--- src/rtl/bin2bcd_seq.sv ---
// Sequential double-dabble binary-to-BCD converter: one input bit per clock,
// BIN_W+1 cycles per conversion. Optional macro BIN2BCD_AUTO_REFRESH_EN makes it re-convert continuously.
module bin2bcd_seq #(
  parameter int BIN_W = 14
) (
  input  logic             clk,
  input  logic             rst_n,
  input  logic             start,
  input  logic [BIN_W-1:0] bin,
  output logic             busy,
  output logic             done,
  output logic             ovf,
  output logic [15:0]      bcd
);

  localparam logic [1:0]  S_IDLE  = 2'd0;
  localparam logic [1:0]  S_SHIFT = 2'd1;
  localparam logic [1:0]  S_DONE  = 2'd2;
  localparam logic [3:0]  LAST    = 4'(BIN_W - 1);
  localparam logic [15:0] MAX_DEC = 16'd9999;

  // Handshake: start is sampled on any edge where busy=0 (IDLE or DONE);
  // done is high for exactly one cycle, the cycle in which bcd/ovf first show the new result.
  logic [1:0]       state;
  logic [BIN_W-1:0] sreg;
  logic [15:0]      acc;
  logic [15:0]      acc_adj;
  logic [15:0]      acc_next;
  logic [3:0]       count;
  logic             ovf_pending;
  logic             go;
  logic [15:0]      bin_wide;

`ifdef BIN2BCD_AUTO_REFRESH_EN
  logic unused_start;
  assign unused_start = start;
  assign go = 1'b1;
`else
  assign go = start;
`endif

  assign bin_wide = 16'(bin);
  assign busy     = (state == S_SHIFT);
  assign done     = (state == S_DONE);

  // Add-3 on nibbles >= 5 keeps every digit in 0..9 after the following shift.
  always_comb begin
    acc_adj = acc;
    for (int i = 0; i < 4; i++) begin
      if (acc[4*i +: 4] >= 4'd5)
        acc_adj[4*i +: 4] = acc[4*i +: 4] + 4'd3;
    end
    acc_next = {acc_adj[14:0], sreg[BIN_W-1]};
  end

  always_ff @(posedge clk or negedge rst_n) begin
    if (!rst_n) begin
      state       <= S_IDLE;
      sreg        <= '0;
      acc         <= '0;
      count       <= '0;
      ovf_pending <= 1'b0;
      ovf         <= 1'b0;
      bcd         <= '0;
    end else begin
      case (state)
        S_IDLE, S_DONE: begin
          if (go) begin
            sreg        <= bin;
            acc         <= '0;
            count       <= '0;
            ovf_pending <= (bin_wide > MAX_DEC);
            state       <= S_SHIFT;
          end else begin
            state <= S_IDLE;
          end
        end
        S_SHIFT: begin
          acc   <= acc_next;
          sreg  <= sreg << 1;
          count <= count + 4'd1;
          // Outputs are written only here so the display never sees partial sums.
          if (count == LAST) begin
            bcd   <= ovf_pending ? 16'h9999 : acc_next;
            ovf   <= ovf_pending;
            state <= S_DONE;
          end
        end
        default: state <= S_IDLE;
      endcase
    end
  end

endmodule

--- config.mk ---
export PLATFORM = sky130hd
export DESIGN_NAME = bin2bcd_seq
export DESIGN_NICKNAME = d
export VERILOG_FILES = /design/src/rtl/bin2bcd_seq.sv
export SDC_FILE = /design/constraint.sdc
export NUM_CORES = 1
export LEC_CHECK = 0
export ABC_AREA = 1
export CAP_MARGIN = 20
export CELL_PAD_IN_SITES_DETAIL_PLACEMENT = 1
export CELL_PAD_IN_SITES_GLOBAL_PLACEMENT = 1
export CORE_MARGIN = 2
export CORE_UTILIZATION = 41
export CTS_CLUSTER_DIAMETER = 40
export DETAILED_ROUTE_END_ITERATION = 8
export GPL_ROUTABILITY_DRIVEN = 0
export PLACE_DENSITY = 0.9
export SETUP_SLACK_MARGIN = 0.1
export SLEW_MARGIN = 15
export SYNTH_ARGS = -nofsm -noshare
export SYNTH_HDL_FRONTEND = slang
export SYNTH_SLANG_ARGS = --single-unit
--- constraint.sdc ---
create_clock -name clk -period 1.8 [get_ports clk]
set_input_delay 0.36 -clock clk [delete_from_list [all_inputs] [get_ports clk]]
set_output_delay 0.36 -clock clk [all_outputs]
set_load 0.01 [all_outputs]
# ---- Word-level counts from Yosys, hierarchy flattened
# Cells that the tools add are included.
dict set report word_totals {
  elab_cells 42
  mem_bits_ro 0
  latch_bits 0
  ff_bits 54
  memories 0
  in_bits 17
  ramBits 0
}
dict set report classes {
  n_bitwise 0
  n_shift 0
  reduce_logical 6
  n_eq_ne 5
  multipliers 0
  div 0
  n_mux 14
  magnitude_cmp 5
  add_sub_neg 5
}
# operator count
set ops {}
lappend ops {{$mux W16} 2}
lappend ops {{$pmux W16 S2} 1}
lappend ops {{$pmux W14 S2} 1}
lappend ops {{$ge A4 B3 Y1 const B} 4}
lappend ops {{$mux W4} 4}
lappend ops {{$gt A14 B14 Y1 const B} 1}
lappend ops {{$mux W14} 1}
lappend ops {{$add A4 B2 Y4 const B} 3}
lappend ops {{$pmux W4 S2} 1}
lappend ops {{$reduce_and A2 Y1} 3}
lappend ops {{$add A4 B1 Y4 const B} 1}
lappend ops {{$eq A4 B4 Y1 const B} 1}
lappend ops {{$pmux W2 S2} 1}
lappend ops {{$add A3 B2 Y3 const B} 1}
lappend ops {{$mux W3} 1}
lappend ops {{$eq A2 B1 Y1 const B} 1}
lappend ops {{$eq A2 B2 Y1 const B} 1}
lappend ops {{$logic_not A2 Y1} 1}
lappend ops {{$mux W2} 1}
lappend ops {{$ne A2 B1 Y1 const B} 1}
lappend ops {{$ne A2 B2 Y1 const B} 1}
lappend ops {{$reduce_bool A2 Y1} 1}
lappend ops {{$reduce_or A2 Y1} 1}
lappend ops {{$mux W1} 1}

# ---- Longest topological paths before layout
# Gate-level depths: netlist of the first run.
dict set report depth {
  word_depth 4
  mapped_depth 9
}

# ---- Worst setup path before layout of the first run
# OpenSTA, ideal clock, no wires.
dict set report synth_timing {
  kind {flip-flop to flip-flop}
  startpoint {register count[0]}
  endpoint {register bcd[12]}
  setup_slack_ns 0.425
  period_less_slack_ns 1.375
  path_buffers 1
  arrival_time_ns 1.262
  stages_incl_launch_ff 8
  setup_time_ns 0.113
  path_cell_list {dfrtp_1 > ha_1 > nand3_2 > nor2_1 > buf_4 > or2_2 > nand2_1 > inv_1}
}
dict set report synth_between {
  elab_chain_len 2
}
# item line
set synth_lines {}
lappend synth_lines {{start, declared} 29} ;# logic [3:0] count;
lappend synth_lines {{start signal, assigned} 81} ;# count <= count + 4'd1;
lappend synth_lines {{$eq A4 B4 Y1} 83} ;# if (count == LAST) begin
lappend synth_lines {{$reduce_and A2 Y1 (no line)} n/a}
lappend synth_lines {{end signal, assigned} 84} ;# bcd <= ovf_pending ? 16'h9999 : acc_next;
lappend synth_lines {{end, declared} 13} ;# output logic [15:0] bcd
# No other way between the ends.
# A chain may end at the register's enable or synchronous reset.

# ---- Worst setup path in the final report of the first run
dict set report layout_timing {
  startpoint {register state[0]}
  endpoint {output port busy}
}
dict set report layout_between {
  elab_chain_len 1
}
# item line
set layout_lines {}
lappend layout_lines {{start, declared} 24} ;# logic [1:0] state;
lappend layout_lines {{start signal, assigned} 58} ;# state <= S_IDLE;
lappend layout_lines {{start signal, assigned} 73} ;# state <= S_SHIFT;
lappend layout_lines {{start signal, assigned} 75} ;# state <= S_IDLE;
lappend layout_lines {{$eq A2 B1 Y1} 43} ;# assign busy = (state == S_SHIFT);
lappend layout_lines {{end, declared} 10} ;# output logic busy,
# No other way between the ends.

==> results of run 1 <==
-- cell families after synthesis --
logic type                 count (synthesis)  synth area share
DFF                                       54             0.513
adders and majority gates                 10            0.0475
buffers and inverters                     58            0.0907
AOI/OAI and AO/OA                         38            0.0931
and+or+nand+nor                          154             0.252
xor gates and xnor gates                   1           0.00333
-- layout make-up --
class                           count  share of cell area
Sequential cell                    54               0.412
Multi-Input combinational cell    203               0.320
Timing Repair Buffer               51               0.150
Inverter                           48              0.0583
Tap cell                           77              0.0294
Clock buffer                        7              0.0263
Timing Repair inverter              1             0.00229
Clock inverter                      1             0.00152
-- report_power, final --
part           internal, mW  switching, mW  leakage (nW)
clock network         0.312          0.414        0.0482
registers              1.80          0.381         0.657
logic                  1.23           1.83         0.930
total                  3.34           2.63          1.63
-- worst paths after layout --
kind,cells after the start,start,endpoint
setup reg to reg,6,state[0]$_DFFE_PN0P_,sreg[12]$_DFFE_PN0P_
min in group clk,2,bcd[13]$_DFFE_PN0P_,bcd[13]$_DFFE_PN0P_
setup / recovery,3,state[0]$_DFFE_PN0P_,busy
max in group asynchronous,2,rst_n,sreg[10]$_DFFE_PN0P_
hold reg to reg,2,bcd[13]$_DFFE_PN0P_,bcd[13]$_DFFE_PN0P_
hold / removal,2,rst_n,bcd[13]$_DFFE_PN0P_
-- metrics by stage --
step	instance area, um2	total power [mW]	worst slack [ns]
detailed placement	3100	5.11	0.0567
finish	3280	5.97	0.154
CTS	3190	5.88	0.0911
global route	3280	6.49	0.0771
floorplan	2630	3.98	0.425
global placement	3100	4.85	0.143
-- what timing repair did --
item | in CTS | in global routing
buffers inserted | 0 | 7
gates resized for setup | 4 | 7
gates cloned | 0 | 1
setup endpoints to repair | 2 | 34
pin swaps | 0 | 1
-- cell usage after synthesis (all sizes together) --
master	n
xnor2	1
nand3	41
o22ai	6
o221ai	12
dfrtp	54
nand2	87
a21oi	8
o21ai	11
buf	8
inv	48
nor2	20
clkbuf	2
o211ai	1
nand4	2
nor3	1
ha	10
or2	3
-- registers in the layout, indices dropped and copies added, names as in the netlist --
register and cells:
acc 16, state 2, ovf 1, bcd 16, ovf_pending 1, count 4, sreg 14
-- metal layers --
metal | routed length, um | GRT usage | up-vias
li1 | - | - | 1116
met1 | 3010 | 0.247 | 1171
met2 | 3850 | 0.385 | 51
met3 | 221 | 0.0374 | 9
met4 | 108 | 0.0704 | 0
met5 | 0 | 0 | -
==> run metrics, run 1 <==
CTS tree done; final WL 7.20 mm; max cap viols 0; Area Overhead vs Synth 24.6%; # diodes 0; CP startpoint kind register; Hold Path Class input pin to async pin; commonest non-fill, non-tap cell in the layout nand2_1; Synth Instances 315; # DRC 0; clock-pin slew on the worst setup and hold paths 0.10 ns; Crit Path Max Fanout 7; Avg Cell Area, Syn 8.36 um2; Max Transition Viols Final 0; via count 2347; CP bufs+invs 2; first-pass iteration count of the detailed router 4; IO Pins 36; commonest non-fill, non-tap cells in the layout nand2_1, dfrtp_1, inv_1; sequential cell area 0.00135 mm2; mapped cell area 0.00263 mm2; Max VDD drop 0.686 mV; syn_nets 342; DR WL/cell 16.3 um; Port Buffers 35; Synth warnings 0; starting density of the core 0.420; register-to-register path setup slack 0.16 ns; crit path DAT 1.29 ns; top cell type by total area after synthesis dfrtp_1; crit-path cells nand2_4, inv_2, dlygate4sd2_1; Slew @ Worst Pin 0.305 ns; CTS buffer count 5; global-route wire length before repair 11.7 mm; Post-DRT Antenna Nets 0; via/cell ratio 5.31; Netlist cell types 21; layout cells sized above 1 0.104; htree depth 2; CTS sink count 54; final setup fails 0; Root Driver clkbuf_8; Final Util 0.523; nets 391; top cells by area, synth dfrtp_1, nand2_1, nand3_1; Slowest cell on crit path dfrtp_2; Hold Slack 0.000684 ns; iteration-0 DRC count of the detailed router 90; CP peak stage delay 0.47 ns; Detail Placement HPWL 4.97 mm; Worst EP required 1.44 ns; Setup TNS Final 0 ns; post-synthesis sequential area ratio 0.513; total gr overflow 0; Skew-Pair Late Insertion Delay 0.32 ns; Yosys reg bits 54; placed instance count 426; die area 0.00708 mm2; largest net degree at the start of global routing 55; Lkg Pwr 1.63 nW; deepest clock path buffer count 2; Rel. slew slack 0.794; top cell type's share of synthesized area 0.513; final cell count without fillers 442; Fillers 765; critical path class register to output pin; RSZ-0062 raised after global routing yes; Fin. Hold Viols 0; worst clock skew 0.00546 ns; outcome finished, final reports clean; Tcrit/Tclk final 0.914; fmax 0.608 GHz; GR Util All Layers 0.210; initial antenna violation count 0; Post-CTS Hold Buffers 0; crit path time final 1.65 ns; Pwr per Cell Area 1820 mW/mm2; core area 0.00628 mm2; Die Y-Extent 84.2 um; FP Rows 29; multi-input logic area 0.00105 mm2; Die W 84.2 um; crit path capture type output pin; vias in the first global route 2493; CP top delay family flip-flops
Power figures use the tool's default switching activity.
==> run 2, diff against run 1 <==
--- a/config.mk
+++ b/config.mk
@@ -10,11 +10,11 @@
 export CELL_PAD_IN_SITES_DETAIL_PLACEMENT = 1
 export CELL_PAD_IN_SITES_GLOBAL_PLACEMENT = 1
 export CORE_MARGIN = 2
-export CORE_UTILIZATION = 41
+export CORE_UTILIZATION = 37
 export CTS_CLUSTER_DIAMETER = 40
 export DETAILED_ROUTE_END_ITERATION = 8
 export GPL_ROUTABILITY_DRIVEN = 0
-export PLACE_DENSITY = 0.9
+export PLACE_DENSITY = 0.86
 export SETUP_SLACK_MARGIN = 0.1
 export SLEW_MARGIN = 15
 export SYNTH_ARGS = -nofsm -noshare
==> constraint.sdc (replaced) <==
create_clock -name clk -period 1.5 [get_ports clk]
set_input_delay 0.3 -clock clk [delete_from_list [all_inputs] [get_ports clk]]
set_output_delay 0.3 -clock clk [all_outputs]
set_load 0.01 [all_outputs]
==> run 2 against run 1 <==
First-iteration DRC count fell by 12%. Register-to-register slack got worse by 0.07 ns. Via count rose by 2.8%. Clock skew fell by 0.00094 ns. Combinational power rose by 39%. Total power rose by 32%. Cell area rose by 8.8%. Critical path type is now register to register. Largest cell class unchanged.
==> run metrics, run 2 (synthesized netlist as in run 1, its figures left out) <==
Tcrit/Tclk final 0.939; fmax 0.710 GHz; clock-pin slew on the worst setup and hold paths 0.09 ns (about the same); Sw Share 0.443 (+0.00289); Net Switching 3.48 mW (+33%); register share of total power 0.333 (-0.033); vias in the first global route 2525 (+1.3%); CTS sink count 54 (unchanged); nets 407 (+4.1%); Fin. Hold Viols 0 (unchanged); Lkg Pwr 1.77 nW (+8.4%); largest registers acc: 16 flops, bcd: 16 flops, sreg: 14 flops; Area Overhead vs Synth 35.5%; DR WL/cell 15.7 um (-3.4%); Hold Path Class register to register; via/cell ratio 5.06 (-4.8%); CTS buffer count 5 (unchanged); dpl ws -0.0763 ns (-0.133 ns); starting density of the core 0.386 (-0.0340); placed instance count 450 (+5.6%); Clk pwr share 0.125 (+0.003); via count 2412 (+2.8%); commonest non-fill, non-tap cells in the layout nand2_1, dfrtp_1, inv_1; Port Buffers 35 (unchanged); Max Transition Viols Final 0 (unchanged); Pwr per Cell Area 2200 mW/mm2 (+21%); global-route wire length before repair 11.9 mm (+1.7%); Post-DRT Antenna Nets 0 (unchanged); FP Rows 30 (+3.4%); Crit Path Max Fanout 8 (+1); Root Driver clkbuf_8; crit path DAT 1.67 ns (+0.38 ns); Worst EP required 1.76 ns (+0.32 ns); # diodes 0 (unchanged); Skew-Pair Late Insertion Delay 0.32 ns (about the same); largest net degree at the start of global routing 55 (unchanged); Hold Slack 0.488 ns (+0.488 ns); worst clock skew 0.00452 ns (-0.000939 ns); critical path class register to register; initial antenna violation count 0 (unchanged); core area 0.00683 mm2 (+8.8%); final cell count without fillers 477 (+7.9%); layout cells sized above 1 0.244 (+0.140); Slew @ Worst Pin 0.330 ns (+0.0243 ns); GR Util All Layers 0.200 (-0.00980); final worst slack 0.0920 ns (-0.0620 ns); iteration-0 DRC count of the detailed router 79 (-12%); Max VDD drop 0.628 mV (-8.4%); RSZ-0062 raised after global routing yes; final setup fails 0 (unchanged); power share of the combinational group 0.542 (+0.029); register-to-register path setup slack 0.09 ns (-0.07 ns); max cap viols 0 (unchanged); outcome finished, final reports clean; Die W 88.4 um (+5.0%); Rel. slew slack 0.778 (-0.0164); crit path capture type register; # DRC 0 (unchanged); final WL 7.50 mm (+4.2%); Fillers 809 (+5.8%); IO Pins 36 (unchanged); CTS tree done; htree depth 2 (unchanged); first-pass iteration count of the detailed router 4 (unchanged); P_int 4.38 mW (+31%); Detail Placement HPWL 4.78 mm (-3.9%); die area 0.00781 mm2 (+10%); total gr overflow 0 (unchanged); commonest non-fill, non-tap cell in the layout nand2_1; CP startpoint kind register; crit path time final 1.41 ns; deepest clock path buffer count 2 (unchanged); Die Y-Extent 88.4 um (+5.0%)
==> run 2: cell count changes in the layout (fill, tap and decap cells not counted), moves of 3 or more <==
cell	before	now
buf_4	13	25
buf_6	1	5
clkdlybuf4s50_1	32	15
dlygate4sd2_1	2	17
inv_1	44	34
inv_2	1	11
nand2_1	85	75
nand2_2	1	10
nand3_1	40	29
nand3_2	1	10
or2_2	3	0
or2_4	0	3
==> run 2: routing by layer <==
metal | part of all wire | track usage
met4 | 0.023 | 0.0758
met2 | 0.50 | 0.358
met1 | 0.43 | 0.244
met5 | 0 | 0
met3 | 0.044 | 0.0280
==> run 2: worst max-delay path: stages, from the launching register on <==
cell     delay, ns
dfrtp_1       0.41
inv_2         0.08
ha_4          0.14
nand3_4       0.09
buf_6         0.14
nor2_4        0.13
buf_6         0.16
or2_4         0.11
nand2_1       0.04
inv_1         0.04
==> run 2: metrics by stage <==
| stage | util | TNS (ns) | power, mW | cell area, um2 |
|---|---|---|---|---|
| final | 0.523 | 0 | 7.86 | 3570 |
| after global routing | 0.523 | -0.0300 | 8.53 | 3570 |
| after CTS | 0.499 | 0 | 7.34 | 3410 |
| after detailed placement | 0.462 | -0.185 | 6.16 | 3160 |
| after global placement | 0.462 | -0.00186 | 5.88 | 3160 |
| after floorplan | - | 0 | 4.78 | 2630 |
==> run 2: final cells by class <==
type	instances	area, um2	share of cell area
Timing Repair Buffer	67	588	0.165
Multi-Input combinational cell	203	1200	0.337
Clock inverter	3	40.0	0.0112
Timing Repair inverter	1	7.51	0.00210
Sequential cell	54	1350	0.379
Tap cell	96	120	0.0336
Clock buffer	5	68.8	0.0193
Inverter	48	189	0.0529
==> run 2: path summary, 6_finish.rpt <==
path                                       from                   to  depth (start not counted)
min in group asynchronous                 rst_n  bcd[13]$_DFFE_PN0P_                          3
max in group asynchronous                 rst_n   acc[0]$_DFFE_PN0P_                          3
min                          bcd[9]$_DFFE_PN0P_   bcd[9]$_DFFE_PN0P_                          2
max                        count[1]$_DFFE_PN0P_  bcd[12]$_DFFE_PN0P_                          9
min reg2reg                  bcd[9]$_DFFE_PN0P_   bcd[9]$_DFFE_PN0P_                          2
max reg2reg                count[1]$_DFFE_PN0P_  bcd[12]$_DFFE_PN0P_                          9
==> run 2: timing repair <==
item | 4_1_cts | 5_1_grt
setup buffers | 7 | 9
hold buffers | 1 | 0
cloned | 2 | 0
gates resized for setup | 48 | 39
pin swaps | 5 | 5
hold endpoints to repair | 54 | 0
setup endpoints to repair | 40 | 35
==> run 2: power by group through the flow <==
stage | clock network [mW] | logic, mW | registers, mW
2_1_floorplan | 0 | 2.15 | 2.63
3_3_place_gp | 0 | 3.32 | 2.57
3_5_place_dp | 0 | 3.54 | 2.62
4_1_cts | 1.00 | 3.74 | 2.59
5_1_grt | 1.06 | 4.76 | 2.71
6_report | 0.985 | 4.26 | 2.62
==> run 3, diff against run 2 <==
--- a/config.mk
+++ b/config.mk
@@ -11,9 +11,10 @@
 export CELL_PAD_IN_SITES_GLOBAL_PLACEMENT = 1
 export CORE_MARGIN = 2
 export CORE_UTILIZATION = 37
-export CTS_CLUSTER_DIAMETER = 40
+export CTS_CLUSTER_DIAMETER = 50
 export DETAILED_ROUTE_END_ITERATION = 8
 export GPL_ROUTABILITY_DRIVEN = 0
+export HOLD_SLACK_MARGIN = 0.15
 export PLACE_DENSITY = 0.86
 export SETUP_SLACK_MARGIN = 0.1
 export SLEW_MARGIN = 15
==> results of run 3 <==
Final layout, timing and power as in run 2 (identical DEF).
